--- src/rtl/mips_pkg.sv ---
// Shared encodings for the MIPS32 front pipeline: opcodes, functs,
// ALU-control codes and the bit positions inside the control bundles.
package mips_pkg;

  // Primary opcodes (instr[31:26])
  localparam logic [5:0] OP_RTYPE = 6'h00;
  localparam logic [5:0] OP_J     = 6'h02;
  localparam logic [5:0] OP_BEQ   = 6'h04;
  localparam logic [5:0] OP_ADDI  = 6'h08;
  localparam logic [5:0] OP_LW    = 6'h23;
  localparam logic [5:0] OP_SW    = 6'h2B;

  // R-type function codes (instr[5:0])
  localparam logic [5:0] FN_ADD = 6'h20;
  localparam logic [5:0] FN_SUB = 6'h22;
  localparam logic [5:0] FN_AND = 6'h24;
  localparam logic [5:0] FN_OR  = 6'h25;
  localparam logic [5:0] FN_SLT = 6'h2A;

  // ALUOp field carried from ID into EX
  localparam logic [1:0] ALUOP_ADD   = 2'b00;
  localparam logic [1:0] ALUOP_SUB   = 2'b01;
  localparam logic [1:0] ALUOP_FUNCT = 2'b10;

  // ALU operation selected in EX
  typedef enum logic [2:0] {
    ALU_AND = 3'b000,
    ALU_OR  = 3'b001,
    ALU_ADD = 3'b010,
    ALU_SUB = 3'b110,
    ALU_SLT = 3'b111
  } alu_ctl_e;

  // EX control bundle: {RegDst, ALUSrc, ALUOp[1:0]}
  localparam int EX_REGDST    = 3;
  localparam int EX_ALUSRC    = 2;
  localparam int EX_ALUOP_MSB = 1;
  localparam int EX_ALUOP_LSB = 0;

  // MEM control bundle: {MemRead, MemWrite}
  localparam int MEM_READ  = 1;
  localparam int MEM_WRITE = 0;

  // WB control bundle: {RegWrite, MemtoReg}
  localparam int WB_REGWRITE = 1;
  localparam int WB_MEMTOREG = 0;

  // Sign-extend a 16-bit immediate to 32 bits
  function automatic logic [31:0] sign_ext(input logic [15:0] imm);
    return {{16{imm[15]}}, imm};
  endfunction

endpackage

--- src/rtl/mips_regfile.sv ---
// 32x32 register file: two combinational read ports, one write port,
// r0 hardwired to zero, and a write-to-read bypass so a value written by
// WB in this cycle is visible to ID in the same cycle.
module mips_regfile
  import mips_pkg::*;
(
  input  logic        clk,
  input  logic        rst,
  input  logic [4:0]  ra1,
  input  logic [4:0]  ra2,
  output logic [31:0] rd1,
  output logic [31:0] rd2,
  input  logic        we,
  input  logic [4:0]  wa,
  input  logic [31:0] wd
);

  logic [31:0] regs [32];

  // Register write; reset clears every entry
  always_ff @(posedge clk) begin
    // NOTE: sequential state uses <= so every flop samples pre-edge values.
    if (rst) begin
      // NOTE: the array is reset on purpose (registers must read 0 after
      // reset), which keeps it as flops rather than an inferred RAM.
      for (int i = 0; i < 32; i++) regs[i] <= '0;
    end else if (we && (wa != 5'd0)) begin
      regs[wa] <= wd;
    end
  end

  // Read ports with r0 forced to zero and same-cycle write bypass
  assign rd1 = (ra1 == 5'd0)             ? 32'd0 :
               (we && (wa == ra1))        ? wd    : regs[ra1];
  assign rd2 = (ra2 == 5'd0)             ? 32'd0 :
               (we && (wa == ra2))        ? wd    : regs[ra2];

endmodule

--- src/rtl/mips_front_pipeline.sv ---
// IF, ID and EX stages of a 5-stage MIPS32 integer pipeline. Branches and
// jumps resolve in ID with one architectural delay slot; the EX/MEM
// register is driven straight onto the ex_* outputs for the MEM stage.
module mips_front_pipeline
  import mips_pkg::*;
#(
  parameter logic [31:0] RESET_PC = 32'h0000_0000
) (
  input  logic        Clk,
  input  logic        Rst,
  output logic [31:0] imem_addr,
  input  logic [31:0] imem_rdata,
  input  logic        wb_reg_write,
  input  logic [4:0]  wb_write_addr,
  input  logic [31:0] wb_data,
  output logic        id_pcsrc,
  output logic [31:0] id_branch_pc,
  output logic [31:0] ex_alu_result,
  output logic [31:0] ex_store_data,
  output logic [4:0]  ex_write_addr,
  output logic [1:0]  ex_mem_ctrl,
  output logic [1:0]  ex_wb_ctrl
);

  // ---------------- IF ----------------
  logic [31:0] pc;
  logic [31:0] pc_plus4;
  logic [31:0] if_id_pc4;
  logic [31:0] if_id_instr;

  assign imem_addr = pc;
  assign pc_plus4  = pc + 32'd4;

  // Program counter: redirect from ID or fall through
  always_ff @(posedge Clk) begin
    if (Rst)           pc <= RESET_PC;
    else if (id_pcsrc) pc <= id_branch_pc;
    else               pc <= pc_plus4;
  end

  // IF/ID register; all-zero instruction decodes as a NOP
  always_ff @(posedge Clk) begin
    if (Rst) begin
      if_id_pc4   <= '0;
      if_id_instr <= '0;
    end else begin
      if_id_pc4   <= pc_plus4;
      if_id_instr <= imem_rdata;
    end
  end

  // ---------------- ID ----------------
  logic [5:0]  opcode;
  logic [4:0]  rs, rt, rd;
  logic [5:0]  funct;
  logic [31:0] id_se;
  logic [31:0] id_a, id_b;
  logic [3:0]  id_ex_ctl;
  logic [1:0]  id_mem_ctl;
  logic [1:0]  id_wb_ctl;
  logic        is_beq, is_j;
  logic [31:0] branch_tgt, jump_tgt;

  assign opcode = if_id_instr[31:26];
  assign rs     = if_id_instr[25:21];
  assign rt     = if_id_instr[20:16];
  assign rd     = if_id_instr[15:11];
  assign funct  = if_id_instr[5:0];
  assign id_se  = sign_ext(if_id_instr[15:0]);

  mips_regfile u_regfile (
    .clk (Clk),
    .rst (Rst),
    .ra1 (rs),
    .ra2 (rt),
    .rd1 (id_a),
    .rd2 (id_b),
    .we  (wb_reg_write),
    .wa  (wb_write_addr),
    .wd  (wb_data)
  );

  // Main decoder: anything unrecognised leaves all control bits at 0
  always_comb begin
    // NOTE: every output gets a default first so no path infers a latch.
    id_ex_ctl  = '0;
    id_mem_ctl = '0;
    id_wb_ctl  = '0;
    is_beq     = 1'b0;
    is_j       = 1'b0;
    case (opcode)
      OP_RTYPE: begin
        case (funct)
          FN_ADD, FN_SUB, FN_AND, FN_OR, FN_SLT: begin
            id_ex_ctl[EX_REGDST]                  = 1'b1;
            id_ex_ctl[EX_ALUOP_MSB:EX_ALUOP_LSB]  = ALUOP_FUNCT;
            id_wb_ctl[WB_REGWRITE]                = 1'b1;
          end
          default: ;
        endcase
      end
      OP_LW: begin
        id_ex_ctl[EX_ALUSRC]   = 1'b1;
        id_mem_ctl[MEM_READ]   = 1'b1;
        id_wb_ctl[WB_REGWRITE] = 1'b1;
        id_wb_ctl[WB_MEMTOREG] = 1'b1;
      end
      OP_SW: begin
        id_ex_ctl[EX_ALUSRC]  = 1'b1;
        id_mem_ctl[MEM_WRITE] = 1'b1;
      end
      OP_ADDI: begin
        id_ex_ctl[EX_ALUSRC]   = 1'b1;
        id_wb_ctl[WB_REGWRITE] = 1'b1;
      end
      OP_BEQ:  is_beq = 1'b1;
      OP_J:    is_j   = 1'b1;
      default: ;
    endcase
  end

  assign branch_tgt   = if_id_pc4 + {id_se[29:0], 2'b00};
  assign jump_tgt     = {if_id_pc4[31:28], if_id_instr[25:0], 2'b00};
  assign id_pcsrc     = (is_beq && (id_a == id_b)) || is_j;
  assign id_branch_pc = is_j ? jump_tgt : branch_tgt;

  // ---------------- ID/EX ----------------
  logic [31:0] id_ex_a, id_ex_b, id_ex_se;
  logic [4:0]  id_ex_rt, id_ex_rd;
  logic [5:0]  id_ex_funct;
  logic [3:0]  id_ex_exc;
  logic [1:0]  id_ex_mem, id_ex_wb;

  // ID/EX register
  always_ff @(posedge Clk) begin
    if (Rst) begin
      id_ex_a     <= '0;
      id_ex_b     <= '0;
      id_ex_se    <= '0;
      id_ex_rt    <= '0;
      id_ex_rd    <= '0;
      id_ex_funct <= '0;
      id_ex_exc   <= '0;
      id_ex_mem   <= '0;
      id_ex_wb    <= '0;
    end else begin
      id_ex_a     <= id_a;
      id_ex_b     <= id_b;
      id_ex_se    <= id_se;
      id_ex_rt    <= rt;
      id_ex_rd    <= rd;
      id_ex_funct <= funct;
      id_ex_exc   <= id_ex_ctl;
      id_ex_mem   <= id_mem_ctl;
      id_ex_wb    <= id_wb_ctl;
    end
  end

  // ---------------- EX ----------------
  alu_ctl_e    alu_ctl;
  logic        funct_bad;
  logic [31:0] alu_b;
  logic [31:0] alu_y;
  logic [1:0]  ex_wb_next;

  // ALU control; an unknown funct falls back to ADD and suppresses RegWrite
  always_comb begin
    alu_ctl   = ALU_ADD;
    funct_bad = 1'b0;
    case (id_ex_exc[EX_ALUOP_MSB:EX_ALUOP_LSB])
      ALUOP_ADD: alu_ctl = ALU_ADD;
      ALUOP_SUB: alu_ctl = ALU_SUB;
      ALUOP_FUNCT: begin
        case (id_ex_funct)
          FN_ADD:  alu_ctl = ALU_ADD;
          FN_SUB:  alu_ctl = ALU_SUB;
          FN_AND:  alu_ctl = ALU_AND;
          FN_OR:   alu_ctl = ALU_OR;
          FN_SLT:  alu_ctl = ALU_SLT;
          default: begin
            alu_ctl   = ALU_ADD;
            funct_bad = 1'b1;
          end
        endcase
      end
      default: alu_ctl = ALU_ADD;
    endcase
  end

  assign alu_b = id_ex_exc[EX_ALUSRC] ? id_ex_se : id_ex_b;

  // ALU datapath; arithmetic wraps, slt compares as signed
  always_comb begin
    alu_y = '0;
    case (alu_ctl)
      ALU_AND: alu_y = id_ex_a & alu_b;
      ALU_OR:  alu_y = id_ex_a | alu_b;
      ALU_ADD: alu_y = id_ex_a + alu_b;
      ALU_SUB: alu_y = id_ex_a - alu_b;
      ALU_SLT: alu_y = {31'd0, ($signed(id_ex_a) < $signed(alu_b))};
      default: alu_y = id_ex_a + alu_b;
    endcase
  end

  assign ex_wb_next = {id_ex_wb[WB_REGWRITE] & ~funct_bad, id_ex_wb[WB_MEMTOREG]};

  // EX/MEM register, presented directly on the ex_* outputs
  always_ff @(posedge Clk) begin
    if (Rst) begin
      ex_alu_result <= '0;
      ex_store_data <= '0;
      ex_write_addr <= '0;
      ex_mem_ctrl   <= '0;
      ex_wb_ctrl    <= '0;
    end else begin
      ex_alu_result <= alu_y;
      ex_store_data <= id_ex_b;
      ex_write_addr <= id_ex_exc[EX_REGDST] ? id_ex_rd : id_ex_rt;
      ex_mem_ctrl   <= id_ex_mem;
      ex_wb_ctrl    <= ex_wb_next;
    end
  end

endmodule

--- config.mk ---
export PLATFORM = sky130hd
export DESIGN_NAME = mips_front_pipeline
export DESIGN_NICKNAME = d
export VERILOG_FILES = /design/src/rtl/mips_pkg.sv /design/src/rtl/mips_regfile.sv /design/src/rtl/mips_front_pipeline.sv
export SDC_FILE = /design/constraint.sdc
export NUM_CORES = 2
export LEC_CHECK = 0
export BUFFER_PORTS_ARGS = -buffer_cell sky130_fd_sc_hd__buf_2
export CAP_MARGIN = 20
export CORE_ASPECT_RATIO = 0.7
export CORE_MARGIN = 2
export CORE_UTILIZATION = 55
export DETAILED_ROUTE_END_ITERATION = 7
export MAX_ROUTING_LAYER = met4
export PLACE_DENSITY = 0.74
export SLEW_MARGIN = 20
export SYNTH_ARGS = -nofsm -noshare
export SYNTH_HDL_FRONTEND = slang
export SYNTH_SLANG_ARGS = --single-unit
--- constraint.sdc ---
create_clock -name Clk -period 7 [get_ports Clk]
set_clock_uncertainty 0.2 [all_clocks]
set_input_delay 1.4 -clock Clk [delete_from_list [all_inputs] [get_ports Clk]]
set_output_delay 1.4 -clock Clk [all_outputs]
set_load 0.01 [all_outputs]
# Word-level counts from Yosys, hierarchy flattened
# Memory sizes are Yosys's and may differ from the RTL's. A register that Yosys moved wholly into a read port is not among the register bits.
# Cells that the tools add are included.
totals:
  reg_bits: 273
  mem_bits_rw: 1024
  in_bits: 72
  out_inout_bits: 138
  memories: 1
classes:
  add_sub_neg: 4
  order_cmp: 1
  n_eq_ne: 23
  mux: 31
  bitwise: 5
  n_reduce_logical: 16
mem_list:
  columns: ["memory", "words", "width", "rd", "rd_ports_with_merged_regs", "wr", "line", "source"]
  rows:
  - ["u_regfile.regs", 32, 32, 2, 2, 32, "mips_regfile.sv:18", "logic [31:0] regs [32];"]
op_table:
  columns: ["operator", "count"]
  rows:
  - ["two-way mux 32 bit", 8]
  - ["one-hot mux 32 bit (4 select lines)", 1]
  - ["equality test 6 bit (second input constant)", 12]
  - ["adder 32 bit", 2]
  - ["adder 32 x 3 -> 32 bit (second input constant)", 1]
  - ["AND 32 bit", 1]
  - ["equality test 32 bit", 1]
  - ["< comparator 32 bit", 1]
  - ["OR 32 bit", 1]
  - ["OR reduction 32 bit", 1]
  - ["subtractor 32 bit", 1]
  - ["two-way mux 5 bit", 4]
  - ["two-way mux 1 bit", 14]
  - ["one-hot mux 3 bit (4 select lines)", 1]
  - ["equality test 5 bit", 2]
  - ["zero test 5 bit", 2]
  - ["OR reduction 5 bit", 2]
  - ["equality test 3 bit (second input constant)", 2]
  - ["equality test 6 x 2 -> 1 bit (second input constant)", 1]
  - ["equality test 6 x 3 -> 1 bit (second input constant)", 1]
  - ["equality test 6 x 4 -> 1 bit (second input constant)", 1]
  - ["zero test 6 bit", 1]
  - ["one-hot mux 3 bit (2 select lines)", 1]
  - ["nonzero test 5 bit", 1]
  - ["12 further kinds", 17]

# Longest topological paths before layout
depth:
  ltp_word: 8
  mapped_depth: 20
  mapped_depth_nobuf: 16

# Cells and area by module
# Synthesis repeated with hierarchy kept, for this count alone.
unflattened:
  hier_cells: 5661
  area_unflattened_um2: 70418.8
by_module_without_submodules:
  columns: ["mod", "instances", "cells_per_inst", "area_each_um2", "seq_area_each_um2"]
  rows:
  - ["mips_regfile", 1, 3830, 55185.4, 30749.5]
  - ["mips_front_pipeline", 1, 1831, 15233.4, 5165.0]

# Worst setup path before layout
# Ideal clock, no wire load.
synth_path:
  path_type: "input port to output port"
  startpoint: "input port wb_write_addr[4]"
  endpoint: "output port id_pcsrc"
  t_arrival_ns: 4.327
  setup_slack_ns: 1.073
  stages: 16
  cell_sequence: "buf_2 xnor2_1 and4_1 clkbuf_1 a211oi_2 clkbuf_1 a221oi_1 nor3_1 nor4_1 nand4_1 nor4_2 and4_1 buf_6 nor2_8 inv_6 buf_6"
synth_via:
  elab_chain_cells: 7
  elab_cells_between_ends: 11
synth_lines:
  columns: ["element", "line", "source"]
  rows:
  - ["start: declaration", "mips_front_pipeline.sv:14", "input logic [4:0] wb_write_addr,"]
  - ["equality test 5 bit (on tied branches)", "mips_regfile.sv:34, mips_regfile.sv:36", null]
  - ["logical AND 1 bit (on tied branches)", "mips_regfile.sv:34, mips_regfile.sv:36", null]
  - ["two-way mux 32 bit (on tied branches)", "mips_regfile.sv:34, mips_regfile.sv:36", null]
  - ["two-way mux 32 bit (on tied branches)", "mips_regfile.sv:33, mips_regfile.sv:35", null]
  - ["equality test 32 bit *", "mips_front_pipeline.sv:124", "assign id_pcsrc = (is_beq && (id_a == id_b)) || is_j;"]
  - ["logical AND 1 bit *", "mips_front_pipeline.sv:124", null]
  - ["logical OR 1 bit *", "mips_front_pipeline.sv:124", null]
  - ["end: declaration", "mips_front_pipeline.sv:16", "output logic id_pcsrc,"]
# Every way passes the cells marked *; elsewhere a longest branch is shown, timed or not.

# Final worst setup path
# Same ends and word-level chain as after synthesis.

==> key figures <==
Outcome
  • Outcome: finished with violations
  • Failing checks: DRC

Setup path
  • Worst setup path end: id_pcsrc
  • CP max FO: 18
  • Worst flop-to-flop path endpoint: imem_addr[10]
  • Worst EP arrival: 5390 ps
  • Reg-to-Reg Start: if_id_instr[25]
  • Req. time, crit path: 5400 ps
  • Worst reg2reg setup slack: 1470 ps
  • Startpoint Class: input port
  • Worst r2r path cells: 16
  • CP startpoint: wb_write_addr[4]
  • Crit. End Element: primary output
  • Worst Path Class, Setup: in -> out

Global route
  • Global-route met1 utilization: 0.550
  • Vias in the first global route: 48700
  • GR Layer Usage met2: 0.530
  • Wire length of the first global-routing pass: 359 mm
  • Initial antenna violation count: 42
  • Gr ovfl total: 0
  • GRT Total Usage: 0.401
  • GRT busiest layer: met1
  • Largest net degree at the start of global routing: 67
  • Met3 global-route usage: 0.164

Timing
  • Final worst-path cycle share: 0.998
  • Max_slew headroom: 0.141
  • Final TNS setup: 0 ps
  • Max-slew violations: 0
  • Final Critical Period: 6990 ps
  • PnR worst setup slack: 10.8 ps
  • Min Hold Slack: 228 ps
  • Final hold violations: 0
  • Actual slew at the worst max-slew pin: 1290 ps
  • Setup violations, final: 0
  • Max Clock Freq: 143 MHz

Placement
  • Hpwl dp: 173 mm
  • Placement Setup Slack: 386 ps
  • GPL Wtd Cong: 1.06
  • Input/output buffers: 209
  • DP Area: 0.0738 mm²
  • Dpl cells: 7065

Power and ir drop
  • Worst-case vdd ir drop: 225 µV
  • Leak: 27.9 nW
  • Cell Pwr Density: 241 mW/mm²

Worst hold path
  • Tightest Hold Check Type: reg -> reg

CTS
  • CTS tree: built
  • Clock Tree Root: clkbuf_16
  • Clock sink count: 1282
  • CTS buffer count: 117
  • Clk slew on worst S/H paths: 70 ps
  • CTS H-Tree Depth: 3
  • Clk_lat worst skew: 780 ps
  • Hold_buf cts: 0
  • Buffers from clock root to sink, at most: 3

Yosys
  • Post-synthesis compound-gate area fraction: 0.0706
  • Synth Register Bits: 1282
  • Synth area leader: edfxtp_1
  • Post-Syn Instances: 5430
  • Main combinational cell family by area after synthesis: multiplexers
  • Top cell type's share of synthesized area: 0.438
  • XOR/XNOR Fraction of Synth Area: 0.0126
  • Commonest cells post-synth: 1024 x edfxtp_1, 930 x and2_1, 520 x mux4_2
  • Cell with the most instances after synthesis: edfxtp_1
  • Synth warn: 0
  • Mean Syn Cell Area: 12.9 µm²
  • EDFF count, synth: 1024
  • Seq/Total Area, Yosys: 0.511
  • FFs w/ async S/R, synth: 0
  • Mapped Area: 0.0703 mm²
  • Synth Area in Adders: 0.0247
  • Post-synthesis simple-gate area fraction: 0.149
  • Top_reg_cell synth: edfxtp_1
  • Ranking of synthesized cells by area: edfxtp_1 44%, mux4_2 17%, and2_1 8.3%
  • Proportion of synthesized area in mux cells: 0.191
  • Yosys cell types: 98

Finish
  • Sequential cell area: 0.0359 mm²
  • P&R area growth vs syn: 11.0%
  • Area of the multi-input gates: 0.0321 mm²
  • Layout cells sized above 1: 0.233
  • Finished Layout Cells: 7343
  • Fillers: 9482
  • NumNets Final: 5749
  • Fin area: 0.0780 mm²

Detailed routing
  • Via count: 52300
  • Post-DR wirelength/cell: 35.2 µm
  • Vias per std cell: 7.13
  • Final WL: 259 mm
  • Residual DRC: 2
  • Initial DRT Pass Iterations: 8
  • Iteration-0 DRC Markers: 10000
  • ANT nets after route: 0

Floorplanning
  • FP Rows: 109
  • Core ar.: 0.127 mm²
  • Die area: 0.131 mm²
  • I/O Pins: 210
  • Die H: 303 µm
  • Initial Util: 0.555
  • Die W: 431 µm

Run
  • MaxCap Viol Count: 0
-- report_power, final --
group / switching (W) / internal [W]
combinational: 0.00204 / 0.00123
clock: 0.00306 / 0.00353
sequential: 0.000291 / 0.00866
total: 0.00540 / 0.0134
-- registers in the layout, summed over array words and instances (netlist names), 5 cells and up --
register,count
id_ex_se,16
id_ex_a,32
if_id_pc4,32
ex_alu_result,32
imem_addr,32
u_regfile.regs,1024
id_ex_rt,5
ex_write_addr,5
ex_store_data,32
if_id_instr,32
id_ex_b,32
-- placed cells by master (no fill, tap or decap), drive strengths merged, types with 24 or more instances in the layout --
cell type,instances
inv,140
xor2,47
a221oi,37
nand4,25
and2,930
nor3,152
mux4,520
nand3,61
clkinv,50
o21ai,109
a21oi,159
and3,36
nand2,144
nand2b,27
a211oi,34
diode,35
a22oi,99
xnor2,54
ha,134
o31ai,24
buf,460
conb,32
dfxtp,258
edfxtp,1024
nor2,297
o22ai,40
nor2b,102
clkbuf,148
mux2i,146
-- final cells by class --
class	count	share of cell area
multi-input combinational	3543	0.412
timing repair buffer	461	0.0435
clock inverter	75	0.00854
inverter	135	0.00659
sequential	1282	0.461
antenna	35	0.00112
clock buffer	147	0.0407
tap	1665	0.0267
-- cells by family after synthesis --
kind of cell | Yosys count
other cells | 1
fa+ha+maj | 137
buf+inv | 636
mux | 687
simple gates | 1872
xor+xnor | 101
compound gates | 714
flops | 1282
-- what timing repair did --
item,CTS,global route
pin swaps,0,1
buffers inserted,6,14
hold endpoints to repair,0,0
resized for setup,1,5
setup endpoints to repair,1,1
cloned,0,1
-- metal layers --
metal | part of all wire | up-vias | wire (µm)
met4 | 0.046 | 0 | 11800
met3 | 0.18 | 773 | 45400
met1 | 0.37 | 26000 | 95800
met5 | 0 | - | 0
li1 | - | 20600 | -
met2 | 0.41 | 4915 | 106000
-- how the worst min path moves through the flow --
stage               depth (start not counted)   startpoint           endpoint  slack (ps)
floorplan                                   2  id_ex_wb[1]      ex_wb_ctrl[1]         210
global placement                            2  id_ex_wb[1]      ex_wb_ctrl[1]         230
detailed placement                          2  id_ex_b[21]  ex_store_data[21]         230
CTS                                         2  id_ex_b[21]  ex_store_data[21]         230
global route                                2  id_ex_b[21]  ex_store_data[21]         260
finish                                      2  id_ex_b[21]  ex_store_data[21]         230
-- worst max-delay path: stages --
cell      delay (ps)
buf_2            180
xnor2_1          280
and4_1           530
a21oi_2          180
buf_4            280
a222oi_1         690
buf_4            260
xnor2_1          120
a31o_1           170
a21oi_2           70
nor3_1           350
and4_1           380
buf_4            200
nor2_8            60
inv_6             90
buf_2            120
-- stage by stage --
| stage | util | total power [W] |
|---|---|---|
| final | 0.616 | 0.0188 |
| after detailed placement | 0.583 | 0.0122 |
| after CTS | 0.614 | 0.0186 |
| after global placement | 0.582 | 0.0121 |
| after global routing | 0.616 | 0.0192 |
| after floorplan | - | 0.0110 |
Power figures use the tool's default switching activity.
